==> config.mk <==
export PLATFORM = sky130hd
export DESIGN_NAME = circle_engine
export DESIGN_NICKNAME = d
export VERILOG_FILES = /design/src/rtl/circle_pkg.sv /design/src/rtl/span_clamp.sv /design/src/rtl/circle_engine.sv
export SDC_FILE = /design/constraint.sdc
export NUM_CORES = 1
export LEC_CHECK = 0
export CORE_ASPECT_RATIO = 0.5
export CORE_MARGIN = 1.5
export CORE_UTILIZATION = 29
export CTS_BUF_LIST = sky130_fd_sc_hd__clkbuf_4
export CTS_CLUSTER_DIAMETER = 120
export DETAILED_ROUTE_END_ITERATION = 8
export GPL_TIMING_DRIVEN = 0
export PLACE_DENSITY = 0.53
export SYNTH_ARGS = -nofsm -noshare
export SYNTH_HDL_FRONTEND = slang
export SYNTH_SLANG_ARGS = --single-unit
==> constraint.sdc <==
create_clock -name i_clk -period 5.2 [get_ports i_clk]
set_clock_uncertainty 0.1 [all_clocks]
set_input_delay 0.52 -clock i_clk [delete_from_list [all_inputs] [get_ports i_clk]]
set_output_delay 0.52 -clock i_clk [all_outputs]
set_load 0.03 [all_outputs]
==> src/rtl/circle_pkg.sv <==
// Shared types and helpers for the midpoint circle rasteriser.
package circle_pkg;

  typedef enum logic [2:0] {
    StIdle,
    StOct,
    StSpanSetup,
    StSpan,
    StUpdate,
    StDone
  } state_e;

  // Bit i describes octant point i: swap ox/oy, negate x offset, negate y offset.
  localparam logic [7:0] OctSwap = 8'b0110_0110;
  localparam logic [7:0] OctNegX = 8'b0011_1100;
  localparam logic [7:0] OctNegY = 8'b1111_0000;

  function automatic logic on_screen(input int x, input int y, input int x_max,
                                     input int y_max);
    return (x >= 0) && (x <= x_max) && (y >= 0) && (y <= y_max);
  endfunction

endpackage

==> src/rtl/span_clamp.sv <==
// Clamps one horizontal span of a filled disc to the visible screen.
module span_clamp
  import circle_pkg::*;
#(
  parameter int unsigned X_W   = 8,
  parameter int unsigned ROW_W = 10,
  parameter int unsigned X_MAX = 159,
  parameter int unsigned Y_MAX = 119
) (
  input  logic signed [X_W+1:0]   i_centre,
  input  logic        [X_W-1:0]   i_half,
  input  logic signed [ROW_W-1:0] i_row,
  output logic        [X_W-1:0]   o_left,
  output logic        [X_W-1:0]   o_right,
  output logic                    o_valid
);

  localparam logic signed [X_W+2:0] XMaxS = (X_W + 3)'(X_MAX);

  logic signed [X_W+2:0] w_centre, w_half, w_left_raw, w_right_raw, w_left, w_right;

  always_comb begin
    w_centre    = $signed({i_centre[X_W+1], i_centre});
    w_half      = $signed({3'b000, i_half});
    w_left_raw  = w_centre - w_half;
    w_right_raw = w_centre + w_half;
    w_left      = (w_left_raw < 0) ? '0 : w_left_raw;
    w_right     = (w_right_raw > XMaxS) ? XMaxS : w_right_raw;
    // A span entirely right of the screen leaves left > right after clamping.
    o_valid     = on_screen(0, int'(i_row), int'(X_MAX), int'(Y_MAX)) && (w_left <= w_right);
    o_left      = w_left[X_W-1:0];
    o_right     = w_right[X_W-1:0];
  end

endmodule

==> src/rtl/circle_engine.sv <==
// Midpoint circle rasteriser: outline or filled disc, clipped, one pixel write per cycle.
module circle_engine
  import circle_pkg::*;
#(
  parameter int unsigned X_W      = 8,
  parameter int unsigned Y_W      = 7,
  parameter int unsigned X_MAX    = 159,
  parameter int unsigned Y_MAX    = 119,
  parameter int unsigned COLOUR_W = 3
) (
  input  logic                i_clk,
  input  logic                i_rst_n,
  input  logic                i_start,
  input  logic [X_W-1:0]      i_centre_x,
  input  logic [Y_W-1:0]      i_centre_y,
  input  logic [X_W-1:0]      i_radius,
  input  logic [COLOUR_W-1:0] i_colour,
  input  logic                i_fill,
  output logic                o_done,
  output logic [X_W-1:0]      o_vga_x,
  output logic [Y_W-1:0]      o_vga_y,
  output logic [COLOUR_W-1:0] o_vga_colour,
  output logic                o_vga_plot
);

  // Wide enough that cy+ox never wraps back onto the screen.
  localparam int unsigned P_W = ((X_W > Y_W) ? X_W : Y_W) + 2;
  localparam int unsigned C_W = X_W + 3;
  localparam logic signed [C_W-1:0] CritOne = C_W'(1);
  localparam logic signed [X_W+1:0] OffOne  = (X_W + 2)'(1);

  state_e                r_state, w_state_d;
  logic [X_W-1:0]        r_cx, w_cx_d, r_ox, w_ox_d, r_oy, w_oy_d;
  logic [Y_W-1:0]        r_cy, w_cy_d;
  logic signed [C_W-1:0] r_crit, w_crit_d;
  logic [COLOUR_W-1:0]   r_colour, w_colour_d;
  logic                  r_fill, w_fill_d;
  logic [2:0]            r_oct, w_oct_d;
  logic [1:0]            r_span, w_span_d;
  logic [X_W-1:0]        r_sx, w_sx_d, r_sr, w_sr_d;
  logic [Y_W-1:0]        r_sy, w_sy_d;
  logic                  r_done, r_vga_plot;
  logic [X_W-1:0]        r_vga_x;
  logic [Y_W-1:0]        r_vga_y;
  logic [COLOUR_W-1:0]   r_vga_colour;

  // Span geometry for the current span index (used only in SPAN_SETUP).
  logic [X_W-1:0]        w_row_off, w_half, w_left, w_right;
  logic signed [P_W-1:0] w_row;
  logic signed [X_W+1:0] w_span_cx;
  logic                  w_span_ok;

  always_comb begin
    w_row_off = r_span[1] ? r_ox : r_oy;
    w_half    = r_span[1] ? r_oy : r_ox;
    w_span_cx = $signed({2'b00, r_cx});
    w_row     = r_span[0] ?
                $signed({{(P_W-Y_W){1'b0}}, r_cy}) - $signed({{(P_W-X_W){1'b0}}, w_row_off}) :
                $signed({{(P_W-Y_W){1'b0}}, r_cy}) + $signed({{(P_W-X_W){1'b0}}, w_row_off});
  end

  span_clamp #(
    .X_W  (X_W),
    .ROW_W(P_W),
    .X_MAX(X_MAX),
    .Y_MAX(Y_MAX)
  ) u_span_clamp (
    .i_centre(w_span_cx),
    .i_half  (w_half),
    .i_row   (w_row),
    .o_left  (w_left),
    .o_right (w_right),
    .o_valid (w_span_ok)
  );

  // Midpoint step.
  logic signed [X_W+1:0] w_ox_s, w_oy_n, w_ox_n;
  logic signed [C_W-1:0] w_step, w_crit_n;
  logic                  w_more;

  always_comb begin
    w_ox_s   = $signed({2'b00, r_ox});
    w_oy_n   = $signed({2'b00, r_oy}) + OffOne;
    w_ox_n   = (r_crit <= 0) ? w_ox_s : w_ox_s - OffOne;
    w_step   = (r_crit <= 0) ? $signed({w_oy_n[X_W+1], w_oy_n}) :
               $signed({w_oy_n[X_W+1], w_oy_n}) - $signed({w_ox_n[X_W+1], w_ox_n});
    w_crit_n = r_crit + (w_step <<< 1) + CritOne;
    w_more   = (w_oy_n <= w_ox_n);
  end

  always_comb begin
    w_state_d  = r_state;
    w_cx_d     = r_cx;
    w_cy_d     = r_cy;
    w_ox_d     = r_ox;
    w_oy_d     = r_oy;
    w_crit_d   = r_crit;
    w_colour_d = r_colour;
    w_fill_d   = r_fill;
    w_oct_d    = r_oct;
    w_span_d   = r_span;
    w_sx_d     = r_sx;
    w_sr_d     = r_sr;
    w_sy_d     = r_sy;
    unique case (r_state)
      StIdle: begin
        if (i_start) begin
          w_cx_d     = i_centre_x;
          w_cy_d     = i_centre_y;
          w_ox_d     = i_radius;
          w_oy_d     = '0;
          w_crit_d   = CritOne - $signed({3'b000, i_radius});
          w_colour_d = i_colour;
          w_fill_d   = i_fill;
          w_oct_d    = '0;
          w_span_d   = '0;
          w_state_d  = i_fill ? StSpanSetup : StOct;
        end
      end
      StOct: begin
        if (r_oct == 3'd7) w_state_d = StUpdate;
        else               w_oct_d   = r_oct + 3'd1;
      end
      StSpanSetup: begin
        if (w_span_ok) begin
          w_state_d = StSpan;
          w_sx_d    = w_left;
          w_sr_d    = w_right;
          w_sy_d    = w_row[Y_W-1:0];
        end else if (r_span == 2'd3) begin
          w_state_d = StUpdate;
        end else begin
          w_span_d = r_span + 2'd1;
        end
      end
      StSpan: begin
        if (r_sx != r_sr) begin
          w_sx_d = r_sx + 1'b1;
        end else if (r_span == 2'd3) begin
          w_state_d = StUpdate;
        end else begin
          w_span_d  = r_span + 2'd1;
          w_state_d = StSpanSetup;
        end
      end
      StUpdate: begin
        w_oy_d    = w_oy_n[X_W-1:0];
        w_ox_d    = w_ox_n[X_W-1:0];
        w_crit_d  = w_crit_n;
        w_oct_d   = '0;
        w_span_d  = '0;
        w_state_d = !w_more ? StDone : (r_fill ? StSpanSetup : StOct);
      end
      StDone: begin
        if (!i_start) w_state_d = StIdle;
      end
      default: w_state_d = StIdle;
    endcase
  end

  // Octant point for the upcoming cycle, so the registered outputs line up with the state.
  logic [X_W-1:0]        w_off_x, w_off_y;
  logic signed [P_W-1:0] w_cxs, w_cys, w_dxs, w_dys, w_pt_x, w_pt_y;
  logic                  w_pt_on;

  always_comb begin
    w_off_x = OctSwap[w_oct_d] ? w_oy_d : w_ox_d;
    w_off_y = OctSwap[w_oct_d] ? w_ox_d : w_oy_d;
    w_cxs   = $signed({{(P_W-X_W){1'b0}}, w_cx_d});
    w_cys   = $signed({{(P_W-Y_W){1'b0}}, w_cy_d});
    w_dxs   = $signed({{(P_W-X_W){1'b0}}, w_off_x});
    w_dys   = $signed({{(P_W-X_W){1'b0}}, w_off_y});
    w_pt_x  = OctNegX[w_oct_d] ? w_cxs - w_dxs : w_cxs + w_dxs;
    w_pt_y  = OctNegY[w_oct_d] ? w_cys - w_dys : w_cys + w_dys;
    w_pt_on = on_screen(int'(w_pt_x), int'(w_pt_y), int'(X_MAX), int'(Y_MAX));
  end

  always_ff @(posedge i_clk) begin
    if (!i_rst_n) begin
      r_state      <= StIdle;
      r_cx         <= '0;
      r_cy         <= '0;
      r_ox         <= '0;
      r_oy         <= '0;
      r_crit       <= '0;
      r_colour     <= '0;
      r_fill       <= 1'b0;
      r_oct        <= '0;
      r_span       <= '0;
      r_sx         <= '0;
      r_sr         <= '0;
      r_sy         <= '0;
      r_done       <= 1'b0;
      r_vga_plot   <= 1'b0;
      r_vga_x      <= '0;
      r_vga_y      <= '0;
      r_vga_colour <= '0;
    end else begin
      r_state      <= w_state_d;
      r_cx         <= w_cx_d;
      r_cy         <= w_cy_d;
      r_ox         <= w_ox_d;
      r_oy         <= w_oy_d;
      r_crit       <= w_crit_d;
      r_colour     <= w_colour_d;
      r_fill       <= w_fill_d;
      r_oct        <= w_oct_d;
      r_span       <= w_span_d;
      r_sx         <= w_sx_d;
      r_sr         <= w_sr_d;
      r_sy         <= w_sy_d;
      r_done       <= (w_state_d == StDone);
      r_vga_plot   <= ((w_state_d == StOct) && w_pt_on) || (w_state_d == StSpan);
      r_vga_x      <= (w_state_d == StSpan) ? w_sx_d : w_pt_x[X_W-1:0];
      r_vga_y      <= (w_state_d == StSpan) ? w_sy_d : w_pt_y[Y_W-1:0];
      r_vga_colour <= w_colour_d;
    end
  end

  assign o_done       = r_done;
  assign o_vga_plot   = r_vga_plot;
  assign o_vga_x      = r_vga_x;
  assign o_vga_y      = r_vga_y;
  assign o_vga_colour = r_vga_colour;

endmodule

==> impl_metrics.py <==
metrics = {
    "status": {
        "status": "finished, final reports clean",
    },
    "worst_setup_path": {
        "worstPathMaxFanout": 7,
        "cp-startpoint": "r_span[1]$_SDFFE_PN0P_",
        "cp-end-kind": "flop",
        "r2r-start": "r_span[1]$_SDFFE_PN0P_",
        "worstPathRequired_ns": 5.53,
        "worstPathArrival_ns": 5.38,
        "worstRegToRegCells": 24,
        "criticalPathCategory": "flop to flop",
        "startpoint_type": "flop",
    },
    "die": {
        "core_area_um2": 30300,
        "initial_utilization_pct": 29.5,
        "rows": 45,
        "ioPinCount": 50,
        "die_h_um": 127,
        "dieArea_um2": 31900,
        "fp.dieW_um": 251,
    },
    "cts": {
        "clk_pin_slew_ns": 0.18,
        "root_buffer": "clkbuf_4",
        "worstSkewPairLatency_ns": 0.55,
        "numCtsBuffers": 9,
        "h-tree-depth": 3,
        "cts_sinks": 94,
        "postCtsHoldBufs": 0,
        "cts.path.max_buffers": 2,
        "cts_tree": "yes",
    },
    "global_route": {
        "grt_use_total_pct": 20.0,
        "grt-ovfl-total": 0,
        "antenna_found_initial": 1,
        "grt_pass1_wl_um": 49200,
        "grt_max_degree": 19,
        "grt_pass1_vias": 8460,
        "top_usage_layer": "met2",
        "gr-usage-met3_pct": 2.97,
        "gr-usage-met1_pct": 28.7,
        "grt.met2_usage_pct": 31.6,
    },
    "pwr": {
        "pwr-share-seq_pct": 16.6,
        "p_clk_share_pct": 8.5,
        "switchingPower_mw": 3.20,
        "powerDensity_nw_per_um2": 573,
        "internal-power_mw": 3.04,
        "total_leakage_power_nw": 4.62,
        "combPwrFrac_pct": 75.0,
        "swShare_pct": 51.3,
        "ir_drop_uv": 202,
    },
    "sta": {
        "post-route-period-util_pct": 97.2,
        "fin_ws_ns": 0.147,
        "timing.hold.ws_ns": 0.385,
        "max_freq_mhz": 198,
        "min_period_ns": 5.05,
        "finalSetupViolCount": 0,
        "drv_slew": 0,
        "hold_viol_final": 0,
        "slew_headroom_pct": 42.0,
        "tightest_slew_ns": 0.870,
    },
    "yosys": {
        "synth_fp_nets": 1281,
        "synth_area_um2": 8930,
        "yosysUniqueCellTypes": 73,
        "yosysTopAreaCellShare_pct": 21.1,
        "ys_ff_latch": 94,
        "synth_most_common_cell": "nor2_1",
        "yosys.area.top_type": "dfxtp_1",
        "syn_avg_cell_area_um2": 7.79,
        "async_flop_share_pct": 0,
        "yosys_warnings": 0,
        "syn_inst": 1146,
        "synth_edf_count": 0,
        "yosys-top-cells-count": "nor2_1 (110), ha_1 (95), dfxtp_1 (94)",
        "synth_ff_type": "dfxtp_1",
        "yosysSeqAreaShare_pct": 21.1,
        "synthTopCellsByArea": "dfxtp_1 (21%), ha_1 (13%), a21oi_1 (4.9%), nor2_1 (4.6%), mux2i_1 (4.5%)",
    },
    "route": {
        "drtIter0Drc": 762,
        "wl_per_cell_um": 19.6,
        "post-route-drc-count": 0,
        "drt_pre_antenna_iters": 6,
        "routed_via_density": 5.43,
        "detail-route-antenna-nets": 0,
        "totalWireLength_um": 32000,
        "via_count": 8883,
    },
    "cells_and_area": {
        "nets": 1367,
        "layout.cells.non_filler": 1637,
        "syn2layout_area_growth_pct": 21.9,
        "utilization_pct": 35.9,
        "drive_above_1_share_pct": 14.8,
    },
    "hold_path": {
        "hold_class": "flop to flop",
        "hp-start": "r_sr[6]$_SDFFE_PN0P_",
        "min_path_cells": 2,
    },
    "flow_run": {
        "maxCapViolCount": 0,
    },
    "place": {
        "pre_cts_slack_ns": -1.63,
        "hpwl_um": 25100,
        "gp_congestion": 0.919,
        "dpl.cell_count": 1594,
        "numPortBuffers": 49,
    },
}
per-layer routing:
layer / routed length [um] / share of wire [%] / up-vias
li1: - / - / 4288
met1: 15700 / 49 / 4297
met2: 14000 / 44 / 258
met3: 1770 / 5.5 / 40
met4: 625 / 2.0 / 0
met5: 0 / 0 / -
cell type report:
cell class              count  area [um^2]
diodes                      1         2.50
plain buffers              47          280
clock buffers               9         67.6
clock inverters             7          109
fillers                  3175        19400
inverters                  72          270
multi-input cells         926         7000
flip-flops and latches     94         1890
well taps                 399          499
repair buffers             82          762
stage by stage:
step	TNS, ns	instance area, um^2	total power, mW
finish	0	10900	6.23
global route	-0.176	10900	6.71
CTS	0	10400	5.90
detailed placement	-57.75	9920	5.08
global placement	-55.17	9920	5.04
floorplan	0	8930	3.94
worst max-delay path, cell delays in order (launching register included):
cell and delay (ns):
dfxtp_2 0.38, buf_12 0.14, clkbuf_16 0.16, o21a_4 0.25
ha_4 0.26, nand2b_1 0.10, a21oi_2 0.08, o31ai_4 0.27
a21oi_2 0.11, xnor2_2 0.24, a311oi_2 0.16, nor3b_4 0.35
buf_4 0.18, nor2b_4 0.12, ha_1 0.24, nor2b_1 0.13
o21a_1 0.16, o21bai_1 0.18, a31oi_2 0.16, a21o_1 0.25
nor3_4 0.23, buf_4 0.15, buf_6 0.12, mux2i_4 0.28
o22ai_2 0.12
power groups by stage:
| stage | Combinational [mW] | Clock (mW) | Sequential, mW |
|---|---|---|---|
| finish | 4.67 | 0.529 | 1.03 |
| CTS | 4.35 | 0.540 | 1.01 |
| global route | 5.09 | 0.566 | 1.05 |
| global placement | 4.03 | 0 | 1.01 |
| detailed placement | 4.07 | 0 | 1.01 |
| floorplan | 2.86 | 0 | 1.08 |
cells by family after synthesis:
group | count (synthesis) | synth area share, %
AO/OA/AOI/OAI | 318 | 23.3
XOR/XNOR | 58 | 5.69
adder cells (fa/ha/maj) | 105 | 15.6
buffers and inverters | 126 | 5.54
flip-flops | 94 | 21.1
multiplexers | 68 | 8.02
AND/OR/NAND/NOR | 377 | 20.8
registers in the layout (all words and copies together) (netlist names), 7 cells and up:
name and count:
r_crit 11, o_vga_y 7, r_oy 8, r_cx 8
r_sr 8, r_sy 7, r_ox 8, r_cy 7
o_vga_x 8, r_sx 8
placed cells by master, fill, tap and decap left out, types with 13 or more instances in the layout:
cell type,n
a21o_1,15
a21oi_1,78
a31oi_1,15
and2_1,32
and3_1,13
buf_4,33
clkbuf_1,21
clkdlybuf4s50_1,49
dfxtp_1,89
ha_1,91
inv_1,71
mux2_2,28
mux2i_1,29
nand2_1,76
nand2b_1,13
nand3_1,26
nor2_1,109
nor2b_1,17
nor3_1,32
o21ai_0,63
o22ai_1,14
xnor2_1,39
xor2_1,16
repair_timing:
item | CTS | global route
buffers inserted | 10 | 23
resized for setup | 53 | 90
pin swaps | 10 | 19
setup endpoints to repair | 47 | 43
gates cloned | 0 | 1
path summary, 6_finish.rpt:
kind,endpoint,slack [ns]
max reg2reg,o_vga_y[1]$_SDFF_PN0_,0.15
min,r_sr[6]$_SDFFE_PN0P_,0.39
min reg2reg,r_sr[6]$_SDFFE_PN0P_,0.39
max,o_vga_y[1]$_SDFF_PN0_,0.15
Note: power is estimated with default switching activity, not from simulation.
